<file path="src/rtl/vga_vert_fsm.sv">
// Vertical timing generator for 640x480@60: counts HSYNC falling edges as lines,
// drives VSYNC, the visible-row address/valid pair and a per-frame start pulse.
package vga_pkg;
  localparam int ADDR_Y_WIDTH = 9;
endpackage

module vga_vert_fsm #(
  parameter int VS_PULSE     = 2,
  parameter int BACK_PORCH   = 33,
  parameter int LINES        = 480,
  parameter int FRONT_PORCH  = 10,
  parameter int ADDR_Y_WIDTH = vga_pkg::ADDR_Y_WIDTH
) (
  input  logic                    clk,
  input  logic                    reset,
  input  logic                    vga_hs,
  output logic                    vga_vs,
  output logic                    addr_y_valid,
  output logic [ADDR_Y_WIDTH-1:0] addr_y,
  output logic                    frame_start
);

  localparam int FRAME = VS_PULSE + BACK_PORCH + LINES + FRONT_PORCH;
  localparam int CNT_W = $clog2(FRAME);

  // Last line_cnt value of each region; the state advances when a tick leaves it.
  localparam logic [CNT_W-1:0] LAST_FRAME = CNT_W'(FRAME - 1);
  localparam logic [CNT_W-1:0] LAST_VS    = CNT_W'(VS_PULSE - 1);
  localparam logic [CNT_W-1:0] LAST_BP    = CNT_W'(VS_PULSE + BACK_PORCH - 1);
  localparam logic [CNT_W-1:0] LAST_LINE  = CNT_W'(VS_PULSE + BACK_PORCH + LINES - 1);

  typedef enum logic [1:0] {
    ST_VS_PULSE    = 2'd0,
    ST_BACK_PORCH  = 2'd1,
    ST_LINES       = 2'd2,
    ST_FRONT_PORCH = 2'd3
  } state_t;

  state_t                  state, state_nxt;
  logic                    hs_q;
  logic                    line_tick;
  logic [CNT_W-1:0]        line_cnt, line_cnt_nxt;
  logic                    vs_nxt;
  logic                    valid_nxt;
  logic [ADDR_Y_WIDTH-1:0] addr_nxt;
  logic                    fs_nxt;

  assign line_tick = hs_q & ~vga_hs;

  always_ff @(posedge clk) begin
    if (reset) begin
      hs_q         <= 1'b1;
      line_cnt     <= LAST_FRAME;
      state        <= ST_FRONT_PORCH;
      vga_vs       <= 1'b1;
      addr_y_valid <= 1'b0;
      addr_y       <= '0;
      frame_start  <= 1'b0;
    end else begin
      hs_q         <= vga_hs;
      line_cnt     <= line_cnt_nxt;
      state        <= state_nxt;
      vga_vs       <= vs_nxt;
      addr_y_valid <= valid_nxt;
      addr_y       <= addr_nxt;
      frame_start  <= fs_nxt;
    end
  end

  always_comb begin
    line_cnt_nxt = line_cnt;
    if (line_tick)
      line_cnt_nxt = (line_cnt == LAST_FRAME) ? '0 : line_cnt + 1'b1;
  end

  always_comb begin
    state_nxt = state;
    case (state)
      ST_FRONT_PORCH: if (line_tick && line_cnt == LAST_FRAME) state_nxt = ST_VS_PULSE;
      ST_VS_PULSE:    if (line_tick && line_cnt == LAST_VS)    state_nxt = ST_BACK_PORCH;
      ST_BACK_PORCH:  if (line_tick && line_cnt == LAST_BP)    state_nxt = ST_LINES;
      ST_LINES:       if (line_tick && line_cnt == LAST_LINE)  state_nxt = ST_FRONT_PORCH;
      default:        state_nxt = ST_FRONT_PORCH;
    endcase
  end

  // Outputs are registered from the next-state view so they move on the tick edge.
  always_comb begin
    vs_nxt    = (state_nxt != ST_VS_PULSE);
    valid_nxt = (state_nxt == ST_LINES);
    fs_nxt    = (state_nxt == ST_VS_PULSE) && (state != ST_VS_PULSE);
    addr_nxt  = '0;
    if (state_nxt == ST_LINES && state == ST_LINES)
      addr_nxt = addr_y + ADDR_Y_WIDTH'(line_tick);
  end

endmodule
</file>
<file path="config.mk">
export PLATFORM = sky130hd
export DESIGN_NAME = vga_vert_fsm
export DESIGN_NICKNAME = d
export VERILOG_FILES = /design/src/rtl/vga_vert_fsm.sv
export SDC_FILE = /design/constraint.sdc
export NUM_CORES = 1
export LEC_CHECK = 0
export BUFFER_PORTS_ARGS = -buffer_cell sky130_fd_sc_hd__buf_2
export CORE_UTILIZATION = 40
export DETAILED_ROUTE_END_ITERATION = 7
export PLACE_DENSITY_LB_ADDON = 0.1
export SLEW_MARGIN = 5
export SYNTH_ARGS = -nofsm -noshare
export SYNTH_HDL_FRONTEND = slang
export SYNTH_SLANG_ARGS = --single-unit
</file>
<file path="constraint.sdc">
create_clock -name clk -period 1.85 [get_ports clk]
set_input_delay 0.0925 -clock clk [delete_from_list [all_inputs] [get_ports clk]]
set_output_delay 0.0925 -clock clk [all_outputs]
set_load 0.05 [all_outputs]
</file>
[Yosys cells after proc, flatten, opt, wreduce, memory -nomap -nowiden]
Index checks and enable logic that the tools add are counted.
Storage, ports and cells
  flip-flop bits (word level): 25
  input port bits: 3
  output and inout port bits: 12
  word-level logic and storage cells: 37
Operators by class
  $add $sub $neg: 2
  equality and inequality tests: 8
  multiplexer cells: 6
  bitwise logic cells: 3
  reduce and logical (&&, ||, !) cells: 11
Operator list (count)
  $eq A10 B10 Y1 const B: 2
  $add A10 B1 Y10 const B: 1
  $eq A10 B1 Y1 const B: 1
  $eq A10 B6 Y1 const B: 1
  $mux W10: 1
  $add A9 B1 Y9: 1
  $mux W2: 4
  $pmux W2 S4: 1
  $eq A2 B2 Y1 const B: 3
  $logic_and A1 B1 Y1: 6
  $logic_not A2 Y1: 2
  $reduce_bool A2 Y1: 2
  $eq A2 B1 Y1 const B: 1
  $not A1 Y1: 2
  $reduce_or A2 Y1: 1
  $and A1 B1 Y1: 1

[Logic depth before layout (Yosys ltp)]
Gate-level depths: netlist (run 1).
  word-level depth: 9
  mapped depth: 8
  depth with buffers taken out: 8

[Worst setup path before layout (run 1)]
Ideal clock, no wire load.
  kind: reg2reg
  start point: register line_cnt[5]
  end point: register state[1]
  setup time: 0.122 ns
  arrival: 1.675 ns
  path slack: 0.053 ns
  cell stages (with the launch flop): 6
  period minus slack after synthesis: 1.797 ns
  cell sequence: dfxtp_1 -> buf_6 -> or4_4 -> nor4_4 -> nand2_2 -> a221o_1
Between the ends
  word-level cells in the longest chain between the ends: 4
RTL lines
  start, declared: RTL line 42  | logic [CNT_W-1:0] line_cnt, line_cnt_nxt;
  start signal, assigned: RTL line 61  | line_cnt <= line_cnt_nxt;
  $eq A10 B10 Y1 (tied with other cells): RTL line 82  | ST_LINES: if (line_tick && line_cnt == LAST_LINE) state_nxt = ST_FRONT_PORCH;
  $logic_and A1 B1 Y1, on equally long branches
  $mux W2, on equally long branches
  $pmux W2 S4 (*): RTL line 78  | case (state)
  end signal, assigned: RTL line 62  | state <= state_nxt;
  end, declared: RTL line 39  | state_t state, state_nxt;
Mark *: on every way between the ends. The rest lies on a longest branch, timed or not.
A chain may end at the register's enable or synchronous reset.

[Final worst setup path (run 1)]
  start point: register line_cnt[4]
  end point: register line_cnt[6]
Between the ends
  word-level cells in the longest chain between the ends: 2
RTL lines
  $add A10 B1 Y10 or $eq A10 B10 Y1 (tied branches): RTL line 73  | line_cnt_nxt = (line_cnt == LAST_FRAME) ? '0 : line_cnt + 1'b1;
  $mux W10 (*): RTL line 73
Marked as above.

==> metrics.txt, run 1 <==
CP endpoint kind register; die footprint 3200 sq um; Top Usage Layer GRT met2; Avg Synthesized Cell Area 9.24 sq um; Setup Viol. Count Final 0; Site Rows 19; Seq/Total Area, Yosys 0.420; met3 usage 0.0207; period utilisation layout 0.943; Synth top area share 0.420; fraction of layout cells with a size suffix above 1 0.203; root buffer cell clkbuf_4; routed length per instance 13.3 um; Ant. Diodes 0; slew margin rel. 0.735; clk buf depth 2; vias in the first global route 907; vias per cell 5.25; Synth area leaders dfxtp_1 42%, ha_1 6.3%, xnor2_1 5.9%, nor2_1 5.4%, xor2_1 5.1%; P&R area growth vs syn 16.5%; slowest CP cell or4_4; critical-path maximum fanout 5; Setup CP Type register to register; actual slew at the worst max-slew pin 0.395 ns; Vias 966; clock share of power 0.245; LEAKAGE 0.565 nW; Seq cells post-synth 25; Max Slew Vio Count 0; Distinct cells, synth 34; fmax 573 MHz; Total Wirelength 2.45 mm; final clock skew 0.00317 ns; CP required 2.07 ns; total track usage 0.164; Initial DRC Count 28; DRC viols 0; pin count of the biggest net entering global routing 16; TritonCTS sink count 25; core area 2780 sq um; Synth Net Count 138; Clock Latency Late Sink 0.31 ns; unrepaired setup endpoints after global routing false; Cells after Synth 129; min Tclk post-route 1.74 ns; first-pass GRT wire length 4.11 mm; Sw Ratio 0.304; grt total ovfl 0; Final Hold Fails 0; PwrDens 748 nW/um^2; slowest stage delay, CP 0.57 ns; Hold Path Cell Cnt 2; die height 56.6 um; worst r2r path cells 5; startpoint types register; die width 56.6 um; nets 163; Internal 723 uW; drt first pass iters 4; htree depth 1; Setup Buffers After CTS 0; status finished, final reports clean; max-cap violations 0; Mapped Area 1190 sq um; Starting Density 0.429; post-route cell area 1390 sq um; fillers 283; most frequent cells in the layout 25 x dfxtp_1, 17 x nor2_1, 14 x buf_2; part of the power in combinational logic 0.171; TritonCTS Buffers 3; CP Cell Sequence or4_4 -> nor4_4 -> buf_4 -> or2_1 -> nor2_1; M1 GR Usage 0.213; Synth Warn # 0; dpl hpwl 1.87 mm; CP arrival 1.97 ns; initial antenna violation count 0; Hold Crit Class input port to register; GPL Wtd Cong 0.768; Placed Area 1340 sq um; part of the power in registers 0.584; Antenna Nets Post-Route 0; VDD IR max 0.000481 V; met2 usage 0.282; area leader, netlist dfxtp_1; Final TNS setup 0 ns; IO Pins 15; CTS clock-pin slew for the worst setup and hold paths 0.15 ns; CTS tree done; commonest non-fill, non-tap cell in the layout dfxtp_1; net load switching power 316 uW; I/O Buffers 14
[layout make-up]
cell class                 instances  area [sq um]  area share
clock buffer                       3          22.5      0.0162
tap                               31          38.8      0.0279
clock inverter                     1          7.51     0.00541
inverter                           5          18.8      0.0135
timing repair buffer              23           140       0.101
multi-input combinational         96           661       0.476
sequential                        25           500       0.360
[cell usage after synthesis]
| cell | number |
|---|---|
| nor4_1 | 3 |
| nand4bb_1 | 1 |
| o21bai_1 | 3 |
| buf_6 | 1 |
| nand3b_1 | 1 |
| a211oi_1 | 1 |
| nor3b_1 | 1 |
| nor4_4 | 1 |
| dfxtp_1 | 25 |
| or2_1 | 1 |
| o311ai_0 | 2 |
| a22oi_1 | 1 |
| and3_1 | 7 |
| xnor2_1 | 8 |
| nor3_1 | 5 |
| nand4b_1 | 1 |
| nor4bb_1 | 1 |
| nand2b_1 | 3 |
| xor2_1 | 7 |
| nand3_1 | 7 |
| inv_1 | 5 |
| nor2_1 | 17 |
| o2111ai_1 | 1 |
| nand2_2 | 1 |
| or2_2 | 1 |
| o2bb2ai_1 | 1 |
| a221o_1 | 1 |
| or4_4 | 1 |
| nand4_1 | 3 |
| a211o_1 | 1 |
| ha_1 | 6 |
| nand2_1 | 7 |
| clkbuf_1 | 2 |
| a21oi_1 | 2 |
[per-stage QoR]
step / worst slack, ns / power, mW / instances / util / hold WS [ns]
after floorplan: 0.0529 / 0.736 / 129 / - / 0.199
after detailed placement: 0.116 / 0.794 / 179 / 0.483 / 0.320
after global routing: 0.0352 / 1.10 / 184 / 0.499 / 0.0719
after global placement: 0.146 / 0.791 / 179 / 0.483 / 0.307
final: 0.106 / 1.04 / 184 / 0.499 / 0.0827
after CTS: 0.0958 / 1.05 / 184 / 0.497 / 0.0762
[per-layer routing]
metal / share of wire / wire, um
met1: 0.49 / 1200
met4: 0.0073 / 18
met5: 0 / 0
met2: 0.48 / 1180
met3: 0.023 / 57
[sequential cells by signal, indices dropped and copies added, names as in the netlist]
| name | flops |
|---|---|
| addr_y_valid | 1 |
| addr_y | 9 |
| frame_start | 1 |
| hs_q | 1 |
| state | 2 |
| line_cnt | 10 |
| vga_vs | 1 |
[worst max-delay path: cells and delay by family, from the launching register on]
family / cells / cell delay (ns)
flip-flops: 1 / 0.38
AND/OR/NAND/NOR: 4 / 1.10
buffers and inverters: 1 / 0.18
[logic make-up (layout without fill, tap and decap cells)]
group,Yosys count,count (layout),share of synthesized area
AOI/OAI and AO/OA,13,13,0.0850
DFF,25,25,0.420
xor gates and xnor gates,15,15,0.110
adders and majority gates,6,6,0.0630
buffers and inverters,8,32,0.0315
and+or+nand+nor,62,62,0.291
[worst paths after layout]
check,start,endpoint,slack (ns)
setup reg to reg,line_cnt[4]$_SDFFE_PP0P_,line_cnt[6]$_SDFFE_PP0P_,0.11
setup / recovery,line_cnt[4]$_SDFFE_PP0P_,line_cnt[6]$_SDFFE_PP0P_,0.11
hold / removal,reset,line_cnt[1]$_SDFFE_PP0P_,0.08
hold reg to reg,addr_y[8]$_SDFF_PP0_,addr_y[8]$_SDFF_PP0_,0.54
[repair_timing]
item	CTS	global route
endpoints found under the setup margin	0	8
gates resized for setup	0	1
hold endpoints to repair	1	0
hold buffers	1	0
[power groups by stage]
stage | sequential [mW] | combinational (mW) | clock (mW)
final | 0.606 | 0.178 | 0.255
after detailed placement | 0.619 | 0.175 | 0
after CTS | 0.607 | 0.177 | 0.267
after global placement | 0.618 | 0.173 | 0
after floorplan | 0.632 | 0.104 | 0
after global routing | 0.613 | 0.196 | 0.291
(Power assumes the default switching activity.)
==> run 2, diff against run 1 <==
--- a/config.mk
+++ b/config.mk
@@ -6,8 +6,10 @@
 export NUM_CORES = 1
 export LEC_CHECK = 0
 export BUFFER_PORTS_ARGS = -buffer_cell sky130_fd_sc_hd__buf_2
-export CORE_UTILIZATION = 40
+export CORE_UTILIZATION = 53
+export CTS_BUF_LIST = sky130_fd_sc_hd__clkbuf_2
 export DETAILED_ROUTE_END_ITERATION = 7
+export GPL_TIMING_DRIVEN = 0
 export PLACE_DENSITY_LB_ADDON = 0.1
 export SLEW_MARGIN = 5
 export SYNTH_ARGS = -nofsm -noshare
==> metrics.txt, run 2 (synthesis gave the netlist of run 1 again) <==
P&R area growth vs syn 15.4%; core area 2040 sq um (-27%); die width 49.4 um (-13%); CP arrival 2.07 ns (+0.10 ns); root buffer cell clkbuf_2; Clock Latency Late Sink 0.34 ns (+0.03 ns); Biggest register line_cnt; Antenna Nets Post-Route 0 (unchanged); total track usage 0.214 (+0.0495); routed length per instance 13.2 um (-0.73%); I/O Buffers 14 (unchanged); Final Hold Fails 0 (unchanged); CP endpoint kind register; nets 162 (-0.61%); pin count of the biggest net entering global routing 14 (-2); initial antenna violation count 0 (unchanged); Initial DRC Count 30 (+7.1%); Setup Viol. Count Final 0 (unchanged); slew margin rel. 0.607 (-0.128); fillers 182 (-36%); vias in the first global route 927 (+2.2%); grt total ovfl 0 (unchanged); post-route cell area 1380 sq um (-0.90%); CTS tree done; Vias 999 (+3.4%); actual slew at the worst max-slew pin 0.585 ns (+0.190 ns); fmax 553 MHz (-3.5%); max-cap violations 0 (unchanged); IO Pins 15 (unchanged); Placed Area 1300 sq um (-3.4%); Final WS setup 0.0431 ns (-0.0625 ns); TritonCTS Buffers 3 (unchanged); most frequent cells in the layout 20 x dfxtp_1, 17 x nor2_1, 14 x buf_2; Final TNS setup 0 ns (unchanged); commonest non-fill, non-tap cell in the layout dfxtp_1; fraction of layout cells with a size suffix above 1 0.237 (+0.0342); pre-CTS WS -0.119 ns (-0.235 ns); drt first pass iters 4 (unchanged); LEAKAGE 0.558 nW (-1.3%); clk buf depth 2 (unchanged); Hold Crit Class input port to register; htree depth 1 (unchanged); Cells after DPL 170 (-5.0%); Ant. Diodes 0 (unchanged); dpl hpwl 1.67 mm (-10%); post-route insts no fill 179 (-2.7%); die height 49.4 um (-13%); vias per cell 5.58 (+6.3%); status finished, final reports clean; CTS clock-pin slew for the worst setup and hold paths 0.22 ns (+0.07 ns); startpoint types register; Largest regs line_cnt (10), addr_y (9), state (2); Max Slew Vio Count 0 (unchanged); Total Wirelength 2.37 mm (-3.4%); Setup CP Type register to register; CP required 2.11 ns (+0.04 ns); VDD IR max 0.000555 V (+15%); DRC viols 0 (unchanged); TritonCTS sink count 25 (unchanged); die footprint 2440 sq um (-24%); max reg flops 10 (unchanged); period utilisation layout 0.977 (+0.0338); min Tclk post-route 1.81 ns (+0.0625 ns); final clock skew 0.00970 ns (+0.00653 ns); critical-path maximum fanout 4 (-1); GPL Wtd Cong 0.781 (+1.6%); Starting Density 0.584 (+0.155); PwrDens 725 nW/um^2 (-3.1%); Site Rows 16 (-3); first-pass GRT wire length 4.01 mm (-2.5%)
## run 2: repair_timing
action                                 4_1_cts  5_1_grt
hold buffers                                 1        0
pin swaps                                    1        3
buffers inserted                             1        3
gates resized for setup                      2        8
endpoints found under the hold margin        1        0
setup endpoints to repair                    7        4
## run 2: layer usage
layer	vias up	routed length (um)	GRT usage
met2	39	1130	0.368
met1	455	1070	0.259
met4	0	23	0.0667
met5	-	0	0
met3	4	148	0.0561
li1	501	-	-
## run 2: final timing paths
| kind | from | to | slack, ns | depth (start not counted) |
|---|---|---|---|---|
| max | line_cnt[4]$_SDFFE_PP0P_ | state[1]$_SDFF_PP1_ | 0.04 | 4 |
| min reg2reg | line_cnt[0]$_SDFFE_PP0P_ | line_cnt[0]$_SDFFE_PP0P_ | 0.51 | 2 |
| max reg2reg | line_cnt[4]$_SDFFE_PP0P_ | state[1]$_SDFF_PP1_ | 0.04 | 4 |
| min | reset | frame_start$_SDFF_PP0_ | 0.05 | 3 |
## run 2: cell type report
class | instances | area, sq um | area share
inverter | 5 | 18.8 | 0.0136
sequential | 25 | 509 | 0.370
timing repair buffer | 19 | 110 | 0.0800
multi-input combinational | 96 | 666 | 0.484
clock buffer | 4 | 20.0 | 0.0145
tap | 27 | 33.8 | 0.0245
buffer | 3 | 18.8 | 0.0136
## run 2: stage by stage
step / util / hold WS [ns] / power (mW)
after floorplan: - / 0.199 / 0.736
after global placement: 0.635 / 0.310 / 0.772
after detailed placement: 0.635 / 0.330 / 0.778
after CTS: 0.657 / 0.0363 / 1.00
after global routing: 0.674 / 0.0378 / 1.05
final: 0.674 / 0.0528 / 0.998
## run 2: power breakdown
part / internal [mW] / leakage, nW / switching [mW]
clock: 0.0571 / 0.0166 / 0.157
combinational: 0.0699 / 0.335 / 0.108
sequential: 0.568 / 0.206 / 0.0374
total: 0.695 / 0.558 / 0.303
## run 2: critical path, cell delays in order (launching register included)
cell	delay, ns
dfxtp_4	0.40
or4_4	0.55
nor4_4	0.34
nand2_2	0.09
a221o_1	0.35
==> run 3, diff against run 2 <==
--- a/config.mk
+++ b/config.mk
@@ -6,7 +6,7 @@
 export NUM_CORES = 1
 export LEC_CHECK = 0
 export BUFFER_PORTS_ARGS = -buffer_cell sky130_fd_sc_hd__buf_2
-export CORE_UTILIZATION = 53
+export CORE_UTILIZATION = 49
 export CTS_BUF_LIST = sky130_fd_sc_hd__clkbuf_2
 export DETAILED_ROUTE_END_ITERATION = 7
 export GPL_TIMING_DRIVEN = 0
==> metrics.txt, run 3 (synthesis gave the netlist of run 1 again) <==
total track usage 0.181 (-0.0332); first-pass GRT wire length 3.59 mm (-10%); CP required 2.11 ns (about the same); TritonCTS sink count 25 (unchanged); die footprint 2630 sq um (+7.8%); CTS clock-pin slew for the worst setup and hold paths 0.22 ns (about the same); CP Cell Sequence or4_4 -> nor4_4 -> nand2_2 -> a221o_1; min Tclk post-route 1.81 ns (-0.00176 ns); TritonCTS Buffers 3 (unchanged); Hold Crit Class input port to register; CTS tree done; max-cap violations 0 (unchanged); final core occ 0.613 (-0.0614); nets 163 (+0.62%); Ant. Diodes 0 (unchanged); grt total ovfl 0 (unchanged); vias in the first global route 821 (-11%); Clock Latency Late Sink 0.33 ns (about the same); Setup CP Type register to register; Final WS setup 0.0448 ns (+0.00176 ns); DRC viols 0 (unchanged); vias per cell 5.38 (-3.6%); Total Wirelength 2.24 mm (-5.4%); clk buf depth 2 (unchanged); routed length per instance 12.4 um (-6.4%); Final Hold Fails 0 (unchanged); die width 51.3 um (+3.8%); Setup Viol. Count Final 0 (unchanged); CP endpoint kind register; GPL Wtd Cong 0.797 (+2.0%); Largest regs line_cnt (10), addr_y (9), state (2); Worst Path Buf+Inv 0 (unchanged); period utilisation layout 0.976 (about the same); Hold Slack 0.0501 ns (-0.00271 ns); status finished, final reports clean; Site Rows 17 (+1); pre-CTS WS -0.0891 ns (+0.0297 ns); slowest CP cell or4_4; hold path startpoint reset; initial antenna violation count 0 (unchanged); pin count of the biggest net entering global routing 14 (unchanged); Max Slew Vio Count 0 (unchanged); most frequent cells in the layout 21 x dfxtp_1, 17 x nor2_1, 14 x buf_2; cell family with most CP delay simple AND/OR/NAND/NOR gates; fraction of layout cells with a size suffix above 1 0.229 (-0.00808); final clock skew 0.00312 ns (-0.00658 ns); slew margin rel. 0.579 (-0.0280); htree depth 1 (unchanged); dpl hpwl 1.64 mm (-1.7%); die height 51.3 um (+3.8%); I/O Buffers 14 (unchanged); core area 2250 sq um (+10%); unrepaired setup endpoints after global routing false; fmax 554 MHz (about the same); PwrDens 722 nW/um^2 (-0.43%); IO Pins 15 (unchanged); Final TNS setup 0 ns (unchanged); worst reg2reg path startpoint line_cnt[4]$_SDFFE_PP0P_; Vias 974 (-2.5%); CP arrival 2.06 ns (about the same); commonest non-fill, non-tap cell in the layout dfxtp_1; LEAKAGE 0.561 nW (+0.65%); max reg flops 10 (unchanged); Antenna Nets Post-Route 0 (unchanged); Initial DRC Count 11 (-63%); drt first pass iters 4 (unchanged); startpoint types register; P&R area growth vs syn 15.8%; root buffer cell clkbuf_2; Biggest register line_cnt; VDD IR max 0.000419 V (-24%); Starting Density 0.529 (-0.0551); critical-path maximum fanout 4 (unchanged); slowest stage delay, CP 0.55 ns (about the same); actual slew at the worst max-slew pin 0.626 ns (+0.0416 ns); crit path from line_cnt[4]$_SDFFE_PP0P_
[run 3: changes by cell type in the layout (fill, tap and decap cells not counted), sizes merged]
cell	delta
buf	+1
[run 3: final timing paths]
path / endpoint / slack (ns) / cells after the start
worst min-delay path: frame_start$_SDFF_PP0_ / 0.05 / 3
worst max register to register: state[1]$_SDFF_PP1_ / 0.04 / 4
worst min register to register: line_cnt[0]$_SDFFE_PP0P_ / 0.54 / 2
worst max-delay path: state[1]$_SDFF_PP1_ / 0.04 / 4
[run 3: where the power goes]
| part | leakage (nW) | switching, mW | internal (mW) |
|---|---|---|---|
| logic | 0.339 | 0.109 | 0.0734 |
| registers | 0.206 | 0.0363 | 0.567 |
| clock network | 0.0166 | 0.154 | 0.0571 |
| total | 0.561 | 0.299 | 0.698 |
[run 3: worst register-to-register path, stage by stage, from the launching register on]
cell and delay, ns:
dfxtp_4 0.40, or4_4 0.55, nor4_4 0.34, nand2_2 0.09, a221o_1 0.34
[run 3: cell type report]
class,count,area [sq um]
Sequential cell,25,508
Inverter,5,18.8
Buffer,3,18.8
Timing Repair Buffer,20,118
Fill cell,212,873
Tap cell,28,35.0
Multi-Input combinational cell,96,663
Clock buffer,4,20.0
[run 3: repair_timing]
action	CTS	global route
endpoints found under the setup margin	6	10
gates resized for setup	0	8
hold buffers	1	0
setup buffers	2	3
pin swaps	1	3
hold endpoints to repair	1	0
[run 3: routing by layer]
| layer | global-route usage | up-vias | routed length, um |
|---|---|---|---|
| li1 | - | 504 | - |
| met1 | 0.243 | 453 | 1110 |
| met2 | 0.298 | 15 | 1050 |
| met3 | 0.0268 | 2 | 67 |
| met4 | 0.0541 | 0 | 9 |
| met5 | 0 | - | 0 |
[run 3: metrics by stage]
| stage | cell area (sq um) | instances | power, mW |
|---|---|---|---|
| 6_report | 1380 | 181 | 0.997 |
| 5_1_grt | 1380 | 181 | 1.05 |
| 4_1_cts | 1340 | 178 | 1.00 |
| 3_5_place_dp | 1300 | 171 | 0.778 |
| 3_3_place_gp | 1300 | 171 | 0.775 |
| 2_1_floorplan | 1190 | 129 | 0.736 |
